[config.mk]
export PLATFORM = sky130hd
export DESIGN_NAME = uart_led_cmd_parser
export DESIGN_NICKNAME = d
export VERILOG_FILES = /design/src/rtl/uart_led_cmd_parser.sv
export SDC_FILE = /design/constraint.sdc
export NUM_CORES = 1
export LEC_CHECK = 0
export ABC_AREA = 0
export CORE_MARGIN = 2
export CORE_UTILIZATION = 57
export CTS_CLUSTER_DIAMETER = 200
export DETAILED_ROUTE_END_ITERATION = 8
export GPL_ROUTABILITY_DRIVEN = 0
export PLACE_DENSITY = 0.84
export SLEW_MARGIN = 20
export SYNTH_ARGS = -nofsm -noshare
export SYNTH_HDL_FRONTEND = slang
export SYNTH_SLANG_ARGS = --single-unit
[constraint.sdc]
create_clock -name Clock -period 6.29 [get_ports Clock]
set_input_delay 1.887 -clock Clock [delete_from_list [all_inputs] [get_ports Clock]]
set_output_delay 1.887 -clock Clock [all_outputs]
set_load 0.05 [all_outputs]
[src/rtl/uart_led_cmd_parser.sv]
// rtl/uart_led_cmd_parser.sv - UART colour packet parser driving the WS2812 colour register
//
// Pulls bytes from the UART RX FIFO and parses 5-byte packets {HEADER, G, R, B, CHK}.
// A good packet (CHK == G^R^B) updates o_Colour and is answered with ACK_BYTE. A bad
// checksum or an inter-byte timeout is answered with NAK_BYTE.
//
// Ports:
//   Clock, Reset           system clock (rising edge), asynchronous active-high reset
//   i_Fifo_Ready/Data      RX FIFO not-empty flag and head byte
//   o_Fifo_Read            1-cycle pop strobe, same cycle the byte is sampled
//   i_Tx_Busy              UART transmitter busy
//   o_Tx_Start/o_Tx_Data   1-cycle send strobe and the reply byte
//   o_Colour               {G,R,B} of the last good packet
//   o_Colour_Valid         1-cycle pulse when o_Colour is loaded
//   o_Packet_Count         good packets, wraps
//   o_Error_Count          bad packets, saturates at 255
module uart_led_cmd_parser #(
  parameter int          CLOCK_FREQUENCY = 80000000,
  parameter int          TIMEOUT_US      = 1000,
  parameter logic [7:0]  HEADER          = 8'hA5,
  parameter logic [7:0]  ACK_BYTE        = 8'h06,
  parameter logic [7:0]  NAK_BYTE        = 8'h15
) (
  input  logic        Clock,
  input  logic        Reset,
  input  logic        i_Fifo_Ready,
  input  logic [7:0]  i_Fifo_Data,
  output logic        o_Fifo_Read,
  input  logic        i_Tx_Busy,
  output logic        o_Tx_Start,
  output logic [7:0]  o_Tx_Data,
  output logic [23:0] o_Colour,
  output logic        o_Colour_Valid,
  output logic [7:0]  o_Packet_Count,
  output logic [7:0]  o_Error_Count
);

  localparam int TIMEOUT_CYCLES = CLOCK_FREQUENCY / 1000000 * TIMEOUT_US;
  localparam int TW             = $clog2(TIMEOUT_CYCLES + 1);

  typedef enum logic [2:0] {IDLE, GREEN, RED, BLUE, CHECK, REPLY} state_t;

  state_t          state, state_next;
  logic            gap;          // set for the cycle after a pop so the FIFO flags can settle
  logic [TW-1:0]   timer;
  logic [7:0]      green, red, blue;
  logic [7:0]      reply_byte;
  logic            pop, in_packet, timeout, chk_good;

  always_comb begin
    state_next = state;
    in_packet  = (state == GREEN) || (state == RED) || (state == BLUE) || (state == CHECK);
    pop        = ((state == IDLE) || in_packet) && i_Fifo_Ready && !gap;
    timeout    = in_packet && !pop && (timer == TW'(TIMEOUT_CYCLES - 1));
    chk_good   = (i_Fifo_Data == (green ^ red ^ blue));
    case (state)
      IDLE:    if (pop && i_Fifo_Data == HEADER) state_next = GREEN;
      GREEN:   if (pop) state_next = RED;
      RED:     if (pop) state_next = BLUE;
      BLUE:    if (pop) state_next = CHECK;
      CHECK:   if (pop) state_next = REPLY;
      REPLY:   if (!i_Tx_Busy) state_next = IDLE;
      default: state_next = IDLE;
    endcase
    if (timeout) state_next = REPLY;
  end

  assign o_Fifo_Read = pop;

  always_ff @(posedge Clock or posedge Reset) begin
    if (Reset) begin
      state          <= IDLE;
      gap            <= 1'b0;
      timer          <= '0;
      green          <= '0;
      red            <= '0;
      blue           <= '0;
      reply_byte     <= '0;
      o_Tx_Start     <= 1'b0;
      o_Tx_Data      <= '0;
      o_Colour       <= '0;
      o_Colour_Valid <= 1'b0;
      o_Packet_Count <= '0;
      o_Error_Count  <= '0;
    end else begin
      state          <= state_next;
      gap            <= pop;
      o_Colour_Valid <= 1'b0;
      o_Tx_Start     <= 1'b0;

      // Runs only between packet bytes; a pop restarts the gap measurement.
      if (in_packet && !pop) timer <= timer + TW'(1);
      else                   timer <= '0;

      if (pop) begin
        case (state)
          GREEN: green <= i_Fifo_Data;
          RED:   red   <= i_Fifo_Data;
          BLUE:  blue  <= i_Fifo_Data;
          CHECK: begin
            if (chk_good) begin
              o_Colour       <= {green, red, blue};
              o_Colour_Valid <= 1'b1;
              o_Packet_Count <= o_Packet_Count + 8'd1;
              reply_byte     <= ACK_BYTE;
            end else begin
              reply_byte <= NAK_BYTE;
              if (o_Error_Count != 8'hFF) o_Error_Count <= o_Error_Count + 8'd1;
            end
          end
          default: ;
        endcase
      end

      if (timeout) begin
        green      <= '0;
        red        <= '0;
        blue       <= '0;
        reply_byte <= NAK_BYTE;
        if (o_Error_Count != 8'hFF) o_Error_Count <= o_Error_Count + 8'd1;
      end

      // Registered strobe: fires one cycle after the colour pulse, so the two never overlap.
      if (state == REPLY && !i_Tx_Busy) begin
        o_Tx_Start <= 1'b1;
        o_Tx_Data  <= reply_byte;
      end
    end
  end

endmodule

==> metrics.md, run 1 <==
| Metric | Value |
|---|---|
| P_int | `1.05 mW` |
| Reg-to-reg startpoint | `state[1]$_DFFE_PP0P_` |
| CTS buffer count | `9` |
| Tmin final | `about 5.4 ns` |
| Synth Flop Type | `dfrtp_1` |
| Total Nets Final | `443` |
| Sw Pwr | `552 uW` |
| DRT Wirelength | `8120 um` |
| # rows | `31` |
| Core Box Area | `7250 sq um` |
| Sequential share of the synthesized area | `0.545` |
| Most frequent cells in the layout | `dfrtp_1 (93), clkdlybuf4s50_1 (58), nor2_1 (38)` |
| Max Fclk | `184 MHz` |
| Part of the power in registers | `0.510` |
| Setup-failing EPs final | `0` |
| Comb pwr share | `0.271` |
| Crit path capture | `o_Fifo_Read` |
| Clock Sinks | `93` |
| Avg Cell Area, Syn | `about 12 sq um` |
| Cts hold-fix bufs | `0` |
| CP Data Required Time | `4.40 ns` |
| CTS Buffer Depth | `2` |
| Final period util | `0.863` |
| Post-DP HPWL | `5690 um` |
| Clock network power share | `0.219` |
| Vias | `2877` |
| Post-route insts no fill | `about 530` |
| Async SR Flop Fraction | `1.00` |
| PD cells | `315 nW/um^2` |
| Clk_skew | `0.00955 ns` |
| CTS tree | `built` |
| Post-synth cell types | `42` |
| Layout cell share with drive strength beyond 1 | `0.139` |
| Most common cell after layout, fill and taps aside | `dfrtp_1` |
| Fin Setup TNS | `0 ns` |
| Num ports | `63` |
| R2R depth | `6` |
| Crit-path max FO | `4` |
| Vias per Instance | `5.42` |
| Final hold vios | `0` |
| Synthesized area | `roughly 4300 sq um` |
| Overall routing resource usage | `0.215` |
| Slew Limit Headroom | `0.392` |
| Switching Share | `0.345` |
| Hold_ws | `around 0.48 ns` |
| Initial core utilization | `0.589` |
| RSZ-0062 raised after global routing | `false` |
| Die Width | `approximately 91 um` |
| First-pass GRT wire length | `14200 um` |
| Max_cap viols | `0` |
| Worst min path class | `flip-flop to flip-flop` |
| Post-CTS resize count | `0` |
| Yosys warnings | `0` |
| Buffers on Ports | `58` |
| # H-tree levels | `3` |
| Worst path arrival time | `~3.5 ns` |
| Die height | `90.6 um` |
| Worst setup startpoint | `i_Fifo_Ready` |
| Area added between synthesis and finish | `18.9%` |
| CP endpoint kind | `output pin` |
| Nature of the critical path startpoint | `input pin` |
| Status | `completed` |
| FF-to-FF End | `o_Error_Count[7]$_DFF_PP0_` |
| Worst skew pair latency | `0.36 ns` |
| Postcts setup bufs | `0` |
| Clock-pin slew on the worst setup and hold paths | `0.09 ns` |
| Tightest Pin Transition | `0.908 ns` |
| FILL cells | `between 500 and 600` |
| Die area | `8200 sq um` |
| DRC | `0` |
| Post-synth EDFFs | `0` |
| GRT overflow | `0` |
| Pleak | `2.32 nW` |
| Syn Inst Count | `368` |
| Starting DRT DRC Count | `just over 200` |
| Placed Cells | `516` |
| Initial antenna violation count | `0` |
| Kind of critical path | `input pin to output pin` |
| DRT antenna net count | `0` |
| Root buffer cell | `clkbuf_8` |
| WL/cell | `15.3 um` |
| N_diodes | `0` |
| R2r setup slk | `3.67 ns` |
| Vias in the first global route | `2940` |
| Fin. max-slew vios | `0` |
| Maximum VDD drop | `0.000158 V` |
| Yosys reg bits | `93` |
| Pre-Repair DR Iteration Count | `4` |
| Largest net degree at the start of global routing | `59` |
power by group through the flow:
| stage | clock network (mW) | registers (mW) | logic [mW] |
|---|---|---|---|
| 2_1_floorplan | 0 | 0.801 | 0.351 |
| 3_3_place_gp | 0 | 0.822 | 0.419 |
| 3_5_place_dp | 0 | 0.827 | 0.433 |
| 4_1_cts | 0.357 | 0.814 | 0.437 |
| 5_1_grt | 0.384 | 0.832 | 0.482 |
| 6_report | 0.349 | 0.816 | 0.434 |
per-layer routing:
metal,share of wire,GRT usage,vias up
li1,-,-,1366
met1,0.46,0.303,1425
met2,0.48,0.336,72
met3,0.041,0.0434,14
met4,0.014,0.0679,0
met5,0,0,-
cells by family (layout without fill, tap and decap cells):
| group | Yosys count | after routing | share of synthesized area |
|---|---|---|---|
| AOI/OAI and AO/OA | 22 | 22 | 0.0316 |
| xor gates and xnor gates | 49 | 49 | 0.102 |
| adders and majority gates | 3 | 3 | 0.00879 |
| buffers and inverters | 20 | 81 | 0.0278 |
| DFF | 93 | 93 | 0.545 |
| muxes | 51 | 51 | 0.130 |
| other | 1 | 4 | 0.000878 |
| and+or+nand+nor | 129 | 129 | 0.154 |
flip-flops by register name (all words and copies together), names as in the netlist:
| name | cells |
|---|---|
| o_Colour | 24 |
| timer | 17 |
| blue | 8 |
| green | 8 |
| o_Error_Count | 8 |
| o_Packet_Count | 8 |
| red | 8 |
| o_Tx_Data | 3 |
| reply_byte | 3 |
| state | 3 |
| gap | 1 |
| o_Colour_Valid | 1 |
| o_Tx_Start | 1 |
worst min path at each step:
stage	from	endpoint	slack, ns	cells past startpoint
finish	o_Packet_Count[7]$_DFFE_PP0P_	o_Packet_Count[7]$_DFFE_PP0P_	0.48	1
global route	reply_byte[2]$_DFFE_PP0P_	reply_byte[2]$_DFFE_PP0P_	0.50	1
CTS	o_Packet_Count[7]$_DFFE_PP0P_	o_Packet_Count[7]$_DFFE_PP0P_	0.48	1
detailed placement	o_Packet_Count[7]$_DFFE_PP0P_	o_Packet_Count[7]$_DFFE_PP0P_	0.47	1
global placement	reply_byte[2]$_DFFE_PP0P_	reply_byte[2]$_DFFE_PP0P_	0.45	1
floorplan	reply_byte[2]$_DFFE_PP0P_	reply_byte[2]$_DFFE_PP0P_	0.43	1
Yosys cell counts (4+ instances only):
| cell | instances | share of area |
|---|---|---|
| nand3_1 | 24 | 0.028 |
| nor3_1 | 4 | 0.0047 |
| nor2_1 | 38 | 0.033 |
| nand4_1 | 8 | 0.012 |
| mux2i_1 | 17 | 0.040 |
| nand2_1 | 24 | 0.021 |
| and3_1 | 9 | 0.013 |
| dfrtp_1 | 93 | 0.54 |
| mux2_2 | 32 | 0.084 |
| buf_4 | 5 | 0.0088 |
| clkbuf_1 | 4 | 0.0035 |
| nand2b_1 | 4 | 0.0059 |
| xor2_1 | 14 | 0.029 |
| xnor2_1 | 34 | 0.070 |
| inv_1 | 5 | 0.0044 |
| a21oi_1 | 14 | 0.016 |
layout make-up:
type / instances / area, sq um / share of cell area
flip-flops and latches: 93 / 2330 / 0.458
multi-input cells: 258 / 1840 / 0.362
repair buffers: 61 / 603 / 0.119
clock buffers: 12 / 145 / 0.0286
well taps: 99 / 124 / 0.0244
clock inverters: 3 / 22.5 / 0.00444
inverters: 5 / 20.0 / 0.00394
critical path: stages:
cell and delay, ns:
clkdlybuf4s50_1 0.47, nand2b_1 0.14, a21oi_1 0.20, clkdlybuf4s50_1 0.84
through the flow:
| stage | power (mW) | area (sq um) | setup WS, ns | util |
|---|---|---|---|---|
| 2_1_floorplan | 1.15 | 4280 | 1.61 | - |
| 3_3_place_gp | 1.24 | 4910 | 0.945 | 0.677 |
| 3_5_place_dp | 1.26 | 4910 | 0.868 | 0.677 |
| 4_1_cts | 1.61 | 5080 | 0.856 | 0.700 |
| 5_1_grt | 1.70 | 5080 | 0.801 | 0.700 |
| 6_report | 1.60 | 5080 | 0.863 | 0.700 |
(Power assumes the default switching activity.)
==> inputs of run 2 (changes only) <==
--- a/config.mk
+++ b/config.mk
@@ -8,10 +8,12 @@
 export ABC_AREA = 0
 export CORE_MARGIN = 2
 export CORE_UTILIZATION = 57
+export CTS_BUF_LIST = sky130_fd_sc_hd__clkbuf_4 sky130_fd_sc_hd__clkbuf_8
 export CTS_CLUSTER_DIAMETER = 200
 export DETAILED_ROUTE_END_ITERATION = 8
+export DONT_BUFFER_PORTS = 1
 export GPL_ROUTABILITY_DRIVEN = 0
-export PLACE_DENSITY = 0.84
+export PLACE_DENSITY = 0.73
 export SLEW_MARGIN = 20
 export SYNTH_ARGS = -nofsm -noshare
 export SYNTH_HDL_FRONTEND = slang
==> metrics.md, run 2 (synthesis gave the netlist of run 1 again) <==
| Metric | Value |
|---|---|
| Worst min path class | `flip-flop to flip-flop` |
| Root buffer cell | `clkbuf_8` |
| Die Width | `90.6 um (unchanged)` |
| Post-CTS resize count | `0 (unchanged)` |
| Pleak | `2.14 nW (-7.8%)` |
| Slew Limit Headroom | `0.270 (-0.122)` |
| Clock network power share | `0.263 (+0.044)` |
| Clock-pin slew on the worst setup and hold paths | `0.08 ns (about the same)` |
| Crit-path max FO | `4 (unchanged)` |
| Worst setup startpoint | `i_Fifo_Ready` |
| Placed instance area | `4330 sq um (-12%)` |
| Clock Sinks | `93 (unchanged)` |
| Clk_skew | `0.00764 ns (-0.00192 ns)` |
| CTS tree | `built` |
| WL/cell | `16.5 um (+8.0%)` |
| Total Nets Final | `385 (-13%)` |
| Initial core utilization | `0.589 (unchanged)` |
| PD cells | `363 nW/um^2 (+15%)` |
| FILL cells | `589 (+11%)` |
| Tightest Pin Transition | `1.09 ns (+0.187 ns)` |
| N_diodes | `0 (unchanged)` |
| Final instance area | `4550 sq um (-10%)` |
| Fin Setup TNS | `0 ns (unchanged)` |
| Setup-failing EPs final | `0 (unchanged)` |
| Buffers on Ports | `0 (-100%)` |
| Worst skew pair latency | `0.36 ns (about the same)` |
| Overall routing resource usage | `0.203 (-0.0120)` |
| Final period util | `0.759 (-0.104)` |
| Dpl ws | `1.53 ns (+0.663 ns)` |
| FF-to-FF End | `o_Packet_Count[1]$_DFFE_PP0P_` |
| Top flop regs | `o_Colour: 24 flops, timer: 17 flops` |
| Max Fclk | `210 MHz (+14%)` |
| Sw Pwr | `542 uW (-1.7%)` |
| # H-tree levels | `3 (unchanged)` |
| Max incr delay on CP | `0.87 ns (+0.03 ns)` |
| Delay-heaviest family, CP | `compound AO/OA/AOI/OAI gates` |
| RSZ-0062 raised after global routing | `false` |
| Largest net degree at the start of global routing | `54 (-8.5%)` |
| Crit path depth | `2 (-2)` |
| R2r setup slk | `3.51 ns (-0.16 ns)` |
| Maximum VDD drop | `0.000181 V (+15%)` |
| Reg-to-reg startpoint | `state[1]$_DFFE_PP0P_` |
| Final core occ | `0.627 (-0.0731)` |
| Fin. max-slew vios | `0 (unchanged)` |
| CTS buffer count | `9 (unchanged)` |
| Kind of critical path | `input pin to output pin` |
| CP Data Required Time | `4.40 ns (about the same)` |
| Num ports | `63 (unchanged)` |
| First-pass GRT wire length | `13300 um (-6.4%)` |
| DRT Wirelength | `7810 um (-3.8%)` |
| Most common cell after layout, fill and taps aside | `dfrtp_1` |
| R2R depth | `5 (-1)` |
| Worst path cell trace | `nand2b_1 -> a21oi_1` |
| Cts hold-fix bufs | `0 (unchanged)` |
| Worst path arrival time | `2.88 ns (-0.66 ns)` |
| CP endpoint kind | `output pin` |
| Postcts setup bufs | `0 (unchanged)` |
| Crit path capture | `o_Fifo_Read` |
| Max_cap viols | `0 (unchanged)` |
| Largest Register | `o_Colour` |
| # rows | `31 (unchanged)` |
| Hold_ws | `0.488 ns (+0.0106 ns)` |
| Number of flip-flops in the largest register | `24 (unchanged)` |
| Most frequent cells in the layout | `dfrtp_1 (93), nor2_1 (38), xnor2_1 (34)` |
| Worst hold stages | `1 (unchanged)` |
| Area added between synthesis and finish | `6.48%` |
| Vias | `2683 (-6.7%)` |
| Core Box Area | `7250 sq um (unchanged)` |
| Die area | `8200 sq um (unchanged)` |
| Final setup margin | `1.52 ns (+0.656 ns)` |
| Post-DP HPWL | `5330 um (-6.3%)` |
| CP bufs+invs | `0 (-2)` |
| Part of the power in registers | `0.509 (about the same)` |
| Initial antenna violation count | `0 (unchanged)` |
| DRT antenna net count | `0 (unchanged)` |
| GRT overflow | `0 (unchanged)` |
| Nature of the critical path startpoint | `input pin` |
| Vias per Instance | `5.67 (+4.7%)` |
| CTS Buffer Depth | `2 (unchanged)` |
| Vias in the first global route | `2706 (-8.0%)` |
| Starting DRT DRC Count | `100 (-51%)` |
| Pre-Repair DR Iteration Count | `4 (unchanged)` |
| Switching Share | `0.328 (-0.0167)` |
| DRC | `0 (unchanged)` |
| Die height | `90.6 um (unchanged)` |
| Slowest-stage cell, CP | `a21oi_1` |
| Comb pwr share | `0.228 (-0.043)` |
| Tmin final | `4.77 ns (-0.656 ns)` |
| Status | `completed` |
| Final hold vios | `0 (unchanged)` |
| P_int | `1.11 mW (+6.0%)` |
| Layout cell share with drive strength beyond 1 | `0.166 (+0.0269)` |
## run 2: area by class of cell
class	instances	area [sq um]	area share
sequential	93	2330	0.512
multi-input combinational	258	1840	0.404
clock buffer	11	145	0.0319
tap	99	124	0.0272
clock inverter	4	72.6	0.0160
timing repair buffer	3	22.5	0.00495
inverter	5	20.0	0.00440
## run 2: power groups by stage
stage / registers [mW] / logic [mW] / clock network [mW]
2_1_floorplan: 0.801 / 0.351 / 0
3_3_place_gp: 0.849 / 0.367 / 0
3_5_place_dp: 0.854 / 0.379 / 0
4_1_cts: 0.842 / 0.382 / 0.441
5_1_grt: 0.860 / 0.433 / 0.466
6_report: 0.841 / 0.377 / 0.434
## run 2: how the worst min path moves through the flow
stage	start	to	slack [ns]
after floorplan	reply_byte[2]$_DFFE_PP0P_	reply_byte[2]$_DFFE_PP0P_	0.43
after global placement	reply_byte[2]$_DFFE_PP0P_	reply_byte[2]$_DFFE_PP0P_	0.46
after detailed placement	reply_byte[2]$_DFFE_PP0P_	reply_byte[2]$_DFFE_PP0P_	0.46
after CTS	reply_byte[2]$_DFFE_PP0P_	reply_byte[2]$_DFFE_PP0P_	0.49
after global routing	reply_byte[2]$_DFFE_PP0P_	reply_byte[2]$_DFFE_PP0P_	0.50
final	timer[0]$_DFF_PP0_	timer[0]$_DFF_PP0_	0.49
## run 2: per-layer routing
metal / wire length, um / GRT usage / vias to the layer above
li1: - / - / 1251
met1: 3510 / 0.267 / 1353
met2: 3710 / 0.324 / 68
met3: 460 / 0.0543 / 11
met4: 125 / 0.0731 / 0
met5: 0 / 0 / -
## run 2: stage by stage
stage / instances / power [mW]
5_1_grt: 473 / 1.76
2_1_floorplan: 371 / 1.15
3_5_place_dp: 458 / 1.23
4_1_cts: 473 / 1.66
3_3_place_gp: 458 / 1.22
6_report: 473 / 1.65
==> inputs of run 3 (changes only) <==
--- a/config.mk
+++ b/config.mk
@@ -13,7 +13,7 @@
 export DETAILED_ROUTE_END_ITERATION = 8
 export DONT_BUFFER_PORTS = 1
 export GPL_ROUTABILITY_DRIVEN = 0
-export PLACE_DENSITY = 0.73
+export PLACE_DENSITY = 0.76
 export SLEW_MARGIN = 20
 export SYNTH_ARGS = -nofsm -noshare
 export SYNTH_HDL_FRONTEND = slang
==> constraint.sdc (replaced) <==
create_clock -name Clock -period 4.1 [get_ports Clock]
set_input_delay 1.23 -clock Clock [delete_from_list [all_inputs] [get_ports Clock]]
set_output_delay 1.23 -clock Clock [all_outputs]
set_load 0.05 [all_outputs]
==> metrics.md, run 3 (synthesis gave the netlist of run 1 again) <==
| Metric | Value |
|---|---|
| Tmin final | `3.01 ns` |
| Largest Register | `o_Colour` |
| CP bufs+invs | `1 (+1)` |
| Final period util | `0.733` |
| Num ports | `63 (unchanged)` |
| Cts hold-fix bufs | `0 (unchanged)` |
| DRC | `0 (unchanged)` |
| Pre-Repair DR Iteration Count | `4 (unchanged)` |
| Crit-path max FO | `4 (unchanged)` |
| Slowest-stage cell, CP | `buf_4` |
| Post-CTS resize count | `0 (unchanged)` |
| Initial core utilization | `0.589 (unchanged)` |
| DRT Wirelength | `7900 um (+1.2%)` |
| Area added between synthesis and finish | `6.50% (about the same)` |
| Total Nets Final | `388 (+0.78%)` |
| Most common cell after layout, fill and taps aside | `dfrtp_1` |
| Die Width | `90.6 um (unchanged)` |
| Fin Setup TNS | `0 ns (unchanged)` |
| Post-DP HPWL | `5450 um (+2.4%)` |
| FILL cells | `614 (+4.2%)` |
| Die height | `90.6 um (unchanged)` |
| Largest net degree at the start of global routing | `38 (-30%)` |
| Buffers on Ports | `0 (unchanged)` |
| CP Data Required Time | `2.87 ns (-1.53 ns)` |
| Number of flip-flops in the largest register | `24 (unchanged)` |
| CTS Buffer Depth | `2 (unchanged)` |
| WL/cell | `16.6 um (+0.36%)` |
| Max incr delay on CP | `0.23 ns (-0.64 ns)` |
| Worst path arrival time | `1.78 ns (-1.10 ns)` |
| Most frequent cells in the layout | `dfrtp_1 (93), nor2_1 (38), xnor2_1 (34)` |
| Tightest Pin Transition | `0.932 ns (-0.163 ns)` |
| Dpl ws | `0.879 ns (-0.652 ns)` |
| PD cells | `543 nW/um^2 (+49%)` |
| Delay-heaviest family, CP | `buffers and inverters` |
| Top flop regs | `o_Colour: 24 flops, timer: 17 flops` |
| GRT overflow | `0 (unchanged)` |
| Clk_skew | `0.00857 ns (+0.000928 ns)` |
| RSZ-0062 raised after global routing | `false` |
| Maximum VDD drop | `0.000254 V (+41%)` |
| Area of the multi-input gates | `1840 sq um (unchanged)` |
| Status | `completed` |
| Overall routing resource usage | `0.210 (+0.00771)` |
| Postcts setup bufs | `0 (unchanged)` |
| Fin. max-slew vios | `0 (unchanged)` |
| Worst skew pair latency | `0.36 ns (about the same)` |
| Die area | `8200 sq um (unchanged)` |
| Root buffer cell | `clkbuf_8` |
| Clock-pin slew on the worst setup and hold paths | `0.09 ns (about the same)` |
| Worst min path class | `flip-flop to flip-flop` |
| Initial antenna violation count | `0 (unchanged)` |
| Core Box Area | `7250 sq um (unchanged)` |
| # rows | `31 (unchanged)` |
| # H-tree levels | `3 (unchanged)` |
| R2r setup slk | `1.51 ns (-2.00 ns)` |
| CTS tree | `built` |
| Slew Limit Headroom | `0.376 (+0.106)` |
| Max_cap viols | `0 (unchanged)` |
| Final setup margin | `1.09 ns (-0.425 ns)` |
| CTS buffer count | `9 (unchanged)` |
| Max Fclk | `333 MHz` |
| Vias in the first global route | `2790 (+3.1%)` |
| Setup-failing EPs final | `0 (unchanged)` |
| Vias | `2684 (+0.037%)` |
| CP endpoint kind | `output pin` |
| Nature of the critical path startpoint | `input pin` |
| Starting DRT DRC Count | `137 (+37%)` |
| N_diodes | `0 (unchanged)` |
| Clock Sinks | `93 (unchanged)` |
| Storage cell area | `2330 sq um (unchanged)` |
| Pleak | `2.14 nW (-0.14%)` |
| Layout cell share with drive strength beyond 1 | `0.175 (+0.00883)` |
| Final hold vios | `0 (unchanged)` |
| Worst path cell trace | `nand2b_1 -> a21oi_1 -> buf_4` |
| DRT antenna net count | `0 (unchanged)` |
| Vias per Instance | `5.63 (-0.80%)` |
| Kind of critical path | `input pin to output pin` |
| First-pass GRT wire length | `13800 um (+3.7%)` |
==> run 3: metal layers <==
layer  routed length, um  up-vias  global-route usage
met5                   0        -                   0
met4                 142        0              0.0897
met3                 486       14              0.0492
met2                3690       69               0.322
met1                3580     1346               0.289
li1                    -     1255                   -
==> run 3: power by group <==
part           switching [mW]  internal [mW]
logic                   0.314          0.279
clock network           0.316          0.271
registers               0.222           1.07
==> run 3: worst reg2reg max path, delay by kind of cell (launching register included) <==
kind	cells	cell delay [ns]
and+or+nand+nor	3	1.15
DFF	1	0.59
muxes	1	0.33
AOI/OAI and AO/OA	1	0.27
xor gates and xnor gates	1	0.15
==> run 3: worst paths after layout <==
| check | start | endpoint | depth (start not counted) |
|---|---|---|---|
| worst max register to register | state[1]$_DFFE_PP0P_ | o_Error_Count[7]$_DFF_PP0_ | 6 |
| max in group asynchronous | Reset | timer[10]$_DFF_PP0_ | 2 |
| min in group asynchronous | Reset | green[1]$_DFFE_PP0P_ | 1 |
| worst min-delay path | reply_byte[2]$_DFFE_PP0P_ | reply_byte[2]$_DFFE_PP0P_ | 1 |
| worst min register to register | reply_byte[2]$_DFFE_PP0P_ | reply_byte[2]$_DFFE_PP0P_ | 1 |
| worst max-delay path | i_Fifo_Ready | o_Fifo_Read | 3 |
==> run 3: area by class of cell <==
class / instances / area share
Clock buffer: 12 / 0.0363
Multi-Input combinational cell: 258 / 0.404
Timing Repair Buffer: 6 / 0.00990
Inverter: 5 / 0.00440
Sequential cell: 93 / 0.512
Tap cell: 99 / 0.0272
Clock inverter: 4 / 0.00688
==> run 3: stage by stage <==
stage / util / instance area, sq um / power (mW) / instances / hold WS [ns]
6_report: 0.627 / 4550 / 2.47 / 477 / 0.496
5_1_grt: 0.627 / 4550 / 2.63 / 477 / 0.529
4_1_cts: 0.627 / 4550 / 2.50 / 477 / 0.490
3_5_place_dp: 0.600 / 4350 / 1.90 / 461 / 0.463
3_3_place_gp: 0.600 / 4350 / 1.88 / 461 / 0.460
2_1_floorplan: - / 4280 / 1.77 / 371 / 0.433
